$ cat src/rtl/rtc_burst_bus.sv
// rtc_burst_bus: drives a multiplexed address/data RTC bus (a_d/cs/rd/wr strobes)
// to transfer a burst of consecutive registers to or from an internal word buffer.
// Each register takes ADDR (PHASE_CYC) + GAP (1) + DATA (PHASE_CYC) + REC (PHASE_CYC).
module rtc_burst_bus #(
    parameter int DATA_W    = 8,
    parameter int NREG      = 16,
    parameter int PHASE_CYC = 4,
    localparam int IDX_W    = $clog2(NREG),
    localparam int CNT_W    = $clog2(NREG + 1)
) (
    input  logic              clk,
    input  logic              reset,
    input  logic              start,
    input  logic              wr_mode,
    input  logic [DATA_W-1:0] base_addr,
    input  logic [CNT_W-1:0]  count,
    input  logic              abort,
    input  logic              buf_wr_en,
    input  logic [IDX_W-1:0]  buf_wr_idx,
    input  logic [DATA_W-1:0] buf_wr_data,
    input  logic [IDX_W-1:0]  buf_rd_idx,
    output logic [DATA_W-1:0] buf_rd_data,
    output logic              busy,
    output logic              done,
    output logic              aborted,
    output logic              a_d,
    output logic              cs,
    output logic              rd,
    output logic              wr,
    output logic [DATA_W-1:0] ad_out,
    output logic              ad_oe,
    input  logic [DATA_W-1:0] ad_in
);

    localparam int PH_W = (PHASE_CYC > 1) ? $clog2(PHASE_CYC) : 1;
    localparam logic [PH_W-1:0]  PH_LAST = PH_W'(PHASE_CYC - 1);
    localparam logic [CNT_W-1:0] NREG_C  = CNT_W'(NREG);

    typedef enum logic [2:0] {
        S_IDLE,
        S_ADDR,
        S_GAP,
        S_DATA,
        S_REC,
        S_FIN
    } state_t;

    state_t state;
    state_t state_nx;

    logic [PH_W-1:0]   phase;
    logic [CNT_W-1:0]  idx;
    logic [CNT_W-1:0]  cnt_lat;
    logic [DATA_W-1:0] base_lat;
    logic              wr_lat;
    logic [DATA_W-1:0] mem [NREG];

    logic              accept;
    logic              abort_hit;
    logic              phase_last;
    logic              rd_sample;
    logic [CNT_W-1:0]  idx_inc;
    logic [CNT_W-1:0]  cnt_in;
    logic [IDX_W-1:0]  widx;
    logic [DATA_W-1:0] cur_addr;

    // Burst acceptance, abort qualification and per-register bookkeeping
    always_comb begin
        accept     = (state == S_IDLE) && start && !abort;
        abort_hit  = abort && (state != S_IDLE) && (state != S_FIN);
        phase_last = (phase == PH_LAST);
        rd_sample  = (state == S_DATA) && !wr_lat && phase_last && !abort;
        idx_inc    = idx + CNT_W'(1);
        cnt_in     = (count > NREG_C) ? NREG_C : count;
        widx       = idx[IDX_W-1:0];
        cur_addr   = base_lat + DATA_W'(idx);
    end

    // State register
    always_ff @(posedge clk) begin
        if (reset) begin
            state <= S_IDLE;
        end else begin
            state <= state_nx;
        end
    end

    // Phase counter, burst parameters latched at start, register index, abort flag
    always_ff @(posedge clk) begin
        if (reset) begin
            phase    <= '0;
            idx      <= '0;
            cnt_lat  <= '0;
            base_lat <= '0;
            wr_lat   <= 1'b0;
            aborted  <= 1'b0;
        end else begin
            // phase restarts at every state change so each phase counts from zero
            if ((state_nx != state) || (state == S_IDLE)) begin
                phase <= '0;
            end else begin
                phase <= phase + PH_W'(1);
            end

            if (accept) begin
                wr_lat   <= wr_mode;
                base_lat <= base_addr;
                cnt_lat  <= cnt_in;
                idx      <= '0;
                aborted  <= 1'b0;
            end else if (abort_hit) begin
                aborted  <= 1'b1;
            end else if ((state == S_REC) && phase_last) begin
                idx      <= idx_inc;
            end
        end
    end

    // Next-state logic and bus strobes
    always_comb begin
        state_nx = state;
        a_d      = 1'b1;
        cs       = 1'b1;
        rd       = 1'b1;
        wr       = 1'b1;
        ad_oe    = 1'b0;
        ad_out   = '0;
        busy     = (state != S_IDLE) && (state != S_FIN);
        done     = (state == S_FIN);

        case (state)
            S_IDLE: begin
                if (accept) begin
                    state_nx = S_ADDR;
                end
            end
            S_ADDR: begin
                // an empty burst spends one silent busy cycle here, then finishes
                if (cnt_lat != '0) begin
                    a_d    = 1'b0;
                    cs     = 1'b0;
                    wr     = 1'b0;
                    ad_oe  = 1'b1;
                    ad_out = cur_addr;
                end
                if (abort || (cnt_lat == '0)) begin
                    state_nx = S_FIN;
                end else if (phase_last) begin
                    state_nx = S_GAP;
                end
            end
            S_GAP: begin
                state_nx = abort ? S_FIN : S_DATA;
            end
            S_DATA: begin
                cs = 1'b0;
                if (wr_lat) begin
                    wr     = 1'b0;
                    ad_oe  = 1'b1;
                    ad_out = mem[widx];
                end else begin
                    rd = 1'b0;
                end
                if (abort) begin
                    state_nx = S_FIN;
                end else if (phase_last) begin
                    state_nx = S_REC;
                end
            end
            S_REC: begin
                if (abort) begin
                    state_nx = S_FIN;
                end else if (phase_last) begin
                    state_nx = (idx_inc < cnt_lat) ? S_ADDR : S_FIN;
                end
            end
            S_FIN: begin
                state_nx = S_IDLE;
            end
            default: begin
                state_nx = S_IDLE;
            end
        endcase
    end

    // Word buffer: host loads while idle, read bursts capture ad_in, registered host read
    always_ff @(posedge clk) begin
        if (reset) begin
            for (int k = 0; k < NREG; k++) begin
                mem[k] <= '0;
            end
            buf_rd_data <= '0;
        end else begin
            if (rd_sample) begin
                mem[widx] <= ad_in;
            end else if (buf_wr_en && !busy) begin
                mem[buf_wr_idx] <= buf_wr_data;
            end
            buf_rd_data <= mem[buf_rd_idx];
        end
    end

endmodule
$ cat config.mk
export PLATFORM = sky130hd
export DESIGN_NAME = rtc_burst_bus
export DESIGN_NICKNAME = d
export VERILOG_FILES = /design/src/rtl/rtc_burst_bus.sv
export SDC_FILE = /design/constraint.sdc
export NUM_CORES = 1
export LEC_CHECK = 0
export CAP_MARGIN = 20
export CORE_UTILIZATION = 46
export CTS_CLUSTER_SIZE = 16
export DETAILED_ROUTE_END_ITERATION = 10
export GPL_TIMING_DRIVEN = 0
export PLACE_DENSITY = 0.7
export SYNTH_ARGS = -nofsm -noshare
export SYNTH_HDL_FRONTEND = slang
export SYNTH_SLANG_ARGS = --single-unit
$ cat constraint.sdc
create_clock -name clk -period 2.5 [get_ports clk]
set_input_delay 0.25 -clock clk [delete_from_list [all_inputs] [get_ports clk]]
set_output_delay 0.25 -clock clk [all_outputs]
set_load 0.01 [all_outputs]
Yosys cells after proc, flatten, opt, wreduce, memory -nomap -nowiden
Memory sizes are Yosys's and may differ from the RTL's. A register that Yosys moved wholly into a read port is not among the register bits.
Cells that the tools add are included.
{"block": "word_totals", "register_bits": 25, "ram_bits": 128, "wordCells": 86, "n_memories": 1}
{"block": "classes", "add_sub_neg": 3, "n_lt_le_gt_ge": 2, "n_reduce_logical": 24, "n_mux": 40, "n_eq_ne": 8, "n_bitwise": 1}
{"name": "mem", "depth": 16, "word_bits": 8, "read_ports": 2, "rd_ports_with_merged_regs": 2, "write_ports": 16, "line_no": "56", "rtl": "logic [DATA_W-1:0] mem [NREG];"}
{"cell": "$mux W8", "n": 4}
{"cell": "$mux W3", "n": 9}
{"cell": "$mux W1", "n": 17}
{"cell": "$mux W4", "n": 4}
{"cell": "$pmux W8 S2", "n": 1}
{"cell": "$reduce_or A8 Y1", "n": 2}
{"cell": "$pmux W3 S5", "n": 1}
{"cell": "$logic_and A1 B1 Y1", "n": 10}
{"cell": "$add A8 B5 Y8", "n": 1}
{"cell": "$eq A3 B2 Y1 const B", "n": 2}
{"cell": "$eq A3 B3 Y1 const B", "n": 2}
{"cell": "$pmux W1 S2", "n": 3}
{"cell": "$add A5 B1 Y5 const B", "n": 1}
{"cell": "$gt A5 B5 Y1 const B", "n": 1}
{"cell": "$logic_not A5 Y1", "n": 1}
{"cell": "$lt A5 B5 Y1", "n": 1}
{"cell": "$mux W5", "n": 1}
{"cell": "$reduce_bool A5 Y1", "n": 1}
{"cell": "$reduce_or A2 Y1", "n": 2}
{"cell": "$eq A3 B1 Y1 const B", "n": 1}
{"cell": "$logic_not A1 Y1", "n": 3}
{"cell": "$logic_not A3 Y1", "n": 1}
{"cell": "$ne A3 B3 Y1", "n": 1}
{"cell": "$ne A3 B3 Y1 const B", "n": 1}
{"cell": "other kinds (6)", "n": 7}

Logic depth before layout (Yosys ltp)
{"block": "depth", "depth_word": 10, "ltp_mapped": 9, "mapped_depth_nobuf": 9}

Least setup slack after synthesis
No wires, ideal clock.
{"block": "synth_path", "path_type": "reg-to-reg", "from": "reg state[0]", "to": "mem mem[14][0], enable pin", "path_buffers": 2, "t_arrival_ps": 1804, "required_ps": 2166, "setup_ps": 334, "path_stages_with_launch": 8, "slack_ps": 361, "cell_sequence": "dfxtp_1 > xnor2_1 > and3b_1 > buf_4 > buf_8 > mux2i_1 > nand2_1 > nand2b_1"}
{"item": "from (decl)", "line_no": "48", "rtl": "state_t state;"}
{"item": "from (signal assigned)", "line_no": "84", "rtl": "state <= state_nx;"}
{"item": "to (decl)", "line_no": "56"}

==> impl_metrics.json <==
{
  "avgRoutedWirePerCell_um": 24.3,
  "fin_skew_ns": 0.0117,
  "antenna_cells": 0,
  "clkLatencyLatePin_ns": 0.44,
  "htreeDepth": 4,
  "min_period_ns": 2.49,
  "io_buffers": 62,
  "viasPerCell": 6.27,
  "reg2reg_from": "state[2]",
  "die_x_um": 140,
  "ys.flop_type": "edfxtp_1",
  "clock_tree.buffer_depth": 2,
  "slew_headroom_pct": 41.4,
  "antenna_found_initial": 0,
  "ys_seq_elements": 165,
  "syn_to_final_growth_pct": 23.1,
  "ff2ff_setup_slack_ns": 0.10,
  "grt_pass1_wl_um": 38000,
  "syn_inst": 723,
  "setup_viol": 0,
  "grt_pass1_vias": 6366,
  "cts_made_buffers": 17,
  "cap_viol_max_count": 0,
  "grt_start_max_net_pins": 17,
  "final.setup.tns_ns": 0,
  "start_util_pct": 47.1,
  "status": "finished, final reports clean",
  "crit_arrival_ns": 2.24,
  "place.gp.congestion": 0.942,
  "syn_area_sq_um": 8800,
  "ys_seq_area_share_pct": 52.1,
  "yosys.area_share.adder_pct": 1.79,
  "p_leak_uw": 0.00375,
  "path_max_fanout": 5,
  "hold_class": "primary input to register",
  "syn_area_per_cell_sq_um": 12.2,
  "critPathKind": "register to output port",
  "async_flop_share_pct": 0,
  "max_freq_mhz": 401,
  "synth_xor_area_share_pct": 0.995,
  "reg2regPathDepth": 7,
  "synth-compound-area-share_pct": 5.58,
  "fin_util_pct": 57.9,
  "dp.cells": 1019,
  "drt_first_iter_violations": 829,
  "synth_simple_gate_area_share_pct": 15.0,
  "grt_usage_pct": 27.2,
  "r2r_end": "mem[1][7]",
  "synth_top_family_by_area": "multiplexers",
  "row_count": 50,
  "hold_start": "abort",
  "clock-sinks": 165,
  "muxShareOfSynthArea_pct": 21.7,
  "yosys_warnings": 0,
  "yosysUniqueCellTypes": 56,
  "synth_nets": 778,
  "drc": 0,
  "power_density_nw_per_um2": 665,
  "end_kind": "output port",
  "ant_nets": 0,
  "cts_tree": "yes",
  "vias": 6707,
  "hold_viol_final": 0,
  "hpwl_um": 18000,
  "total_power_uw": 7200,
  "fin_cells": 1069,
  "start_kind": "register",
  "postCtsHoldBufs": 0,
  "period_share_pct": 99.6,
  "clkSlewWorstSetupHoldPaths_ns": 0.07,
  "die_h_um": 140,
  "coreArea_sq_um": 18700,
  "tightestPinTransition_ns": 0.879,
  "die-area_sq_um": 19700,
  "ir_drop_mv": 0.446,
  "nets": 877,
  "holdPathStages": 2,
  "grt-ovfl-total": 0,
  "drive_above_1_share_pct": 26.2,
  "ios": 67,
  "wl_um": 25900,
  "placed_area_sq_um": 9720,
  "synth-edff-count": 128,
  "crit_required_ns": 2.25,
  "final_area_sq_um": 10800,
  "dr.pass1.iters": 6,
  "drv_slew": 0,
  "root_buffer": "clkbuf_16",
  "min_to": "state[1]"
}
## registers in the layout, summed over array words and instances (netlist names), named ones only
| register | cells |
|---|---|
| mem | 128 |
| base_lat | 8 |
| buf_rd_data | 8 |
| cnt_lat | 5 |
| idx | 5 |
| state | 3 |
| phase | 2 |
| aborted | 1 |
| wr_lat | 1 |
## synth_stat cells (6+ instances only)
library cell,n,area share [%]
buf_2,18,1.0
nand2_1,56,2.4
nor2_1,152,6.5
nor3_1,10,0.57
ha_1,11,1.6
nand3_1,10,0.57
dfxtp_1,37,8.4
o22ai_1,9,0.64
clkbuf_1,24,1.0
and3_1,6,0.43
nor2b_1,7,0.50
mux4_2,58,15
nand3b_1,11,0.94
a21oi_1,24,1.4
inv_1,10,0.43
edfxtp_1,128,44
o21ai_0,15,0.85
nand2b_1,22,1.6
mux2i_1,41,4.7
mux2i_4,8,2.0
## cell type report
cell class | count | area (sq um)
buffer | 47 | 293
clock inverter | 14 | 134
timing repair buffer | 80 | 758
clock buffer | 18 | 429
tap | 234 | 293
sequential | 165 | 4600
multi-input combinational | 501 | 4290
inverter | 10 | 37.5
fill | 1469 | 7870
## logic make-up after synthesis
kind of cell    after synthesis
compound gates               78
xor+xnor                     10
fa+ha+maj                    12
buf+inv                      57
flops                       165
mux                         108
simple gates                293
## through the flow
stage | worst slack, ns | hold WS, ns
after floorplan | 0.361 | 0.386
after global placement | -0.654 | 0.458
after detailed placement | -0.664 | 0.464
after CTS | -0.00772 | 0.223
after global routing | -0.0199 | 0.275
final | 0.00879 | 0.237
## metal layers
metal | track usage, % | wire length, um | up-vias
met5 | 0 | 0 | -
met4 | 15.1 | 1220 | 0
met3 | 7.35 | 2950 | 79
met2 | 40.5 | 11700 | 467
met1 | 36.1 | 10000 | 3263
li1 | - | - | 2898
## timing repair
action	4_1_cts	5_1_grt
pin swaps	6	8
setup endpoints to repair	140	167
gates resized for setup	115	39
buffers inserted	10	7
cloned	0	1
## worst max path at each step
stage	startpoint	end	slack, ns	cells after the start
2_1_floorplan	state[0]	mem[14][0]	0.36	7
3_3_place_gp	buf_wr_en	mem[5][7]	-0.65	8
3_5_place_dp	buf_wr_en	mem[5][7]	-0.66	8
4_1_cts	register	ad_out[0]	-0.008	6
5_1_grt	state[2]	mem[10][3]	-0.02	7
6_report	register	ad_out[3]	0.009	5
## report_power, final
part / internal (uW) / switching [uW] / leakage [uW]
combinational: 611 / 777 / 0.00185
clock: 1460 / 1110 / 0.000268
sequential: 3120 / 123 / 0.00163
total: 5190 / 2010 / 0.00375
## critical path, cell delays in order, from the launching register on
cell and delay [ns]:
dfxtp_4 0.41, buf_12 0.14, mux4_2 0.52, mux2i_1 0.32, o221ai_1 0.22, buf_2 0.19
## placed cells by master, fill, tap and decap left out, types with 4 or more instances in the layout
| cell | n |
|---|---|
| o21ai_1 | 4 |
| nand2b_4 | 5 |
| nand3_1 | 9 |
| clkbuf_2 | 9 |
| edfxtp_1 | 128 |
| buf_2 | 15 |
| o22ai_1 | 9 |
| xnor2_1 | 4 |
| inv_1 | 9 |
| nand2_1 | 39 |
| o21ai_0 | 10 |
| buf_4 | 19 |
| dfxtp_2 | 7 |
| a31oi_1 | 4 |
| nand3b_1 | 11 |
| or3_1 | 5 |
| mux4_2 | 58 |
| ha_4 | 4 |
| nand2b_2 | 11 |
| buf_12 | 4 |
| clkbuf_1 | 17 |
| dfxtp_1 | 28 |
| nor3_1 | 6 |
| nor2_1 | 152 |
| and3_1 | 5 |
| clkdlybuf4s50_1 | 54 |
| a21oi_1 | 23 |
| mux2i_4 | 11 |
| clkinv_1 | 5 |
| ha_1 | 7 |
| xor2_1 | 5 |
| nor2b_1 | 7 |
| nand2b_1 | 6 |
| nand2_2 | 16 |
| clkbuf_16 | 18 |
| mux2i_1 | 38 |
No activity file was read; power rests on OpenSTA's default activity.
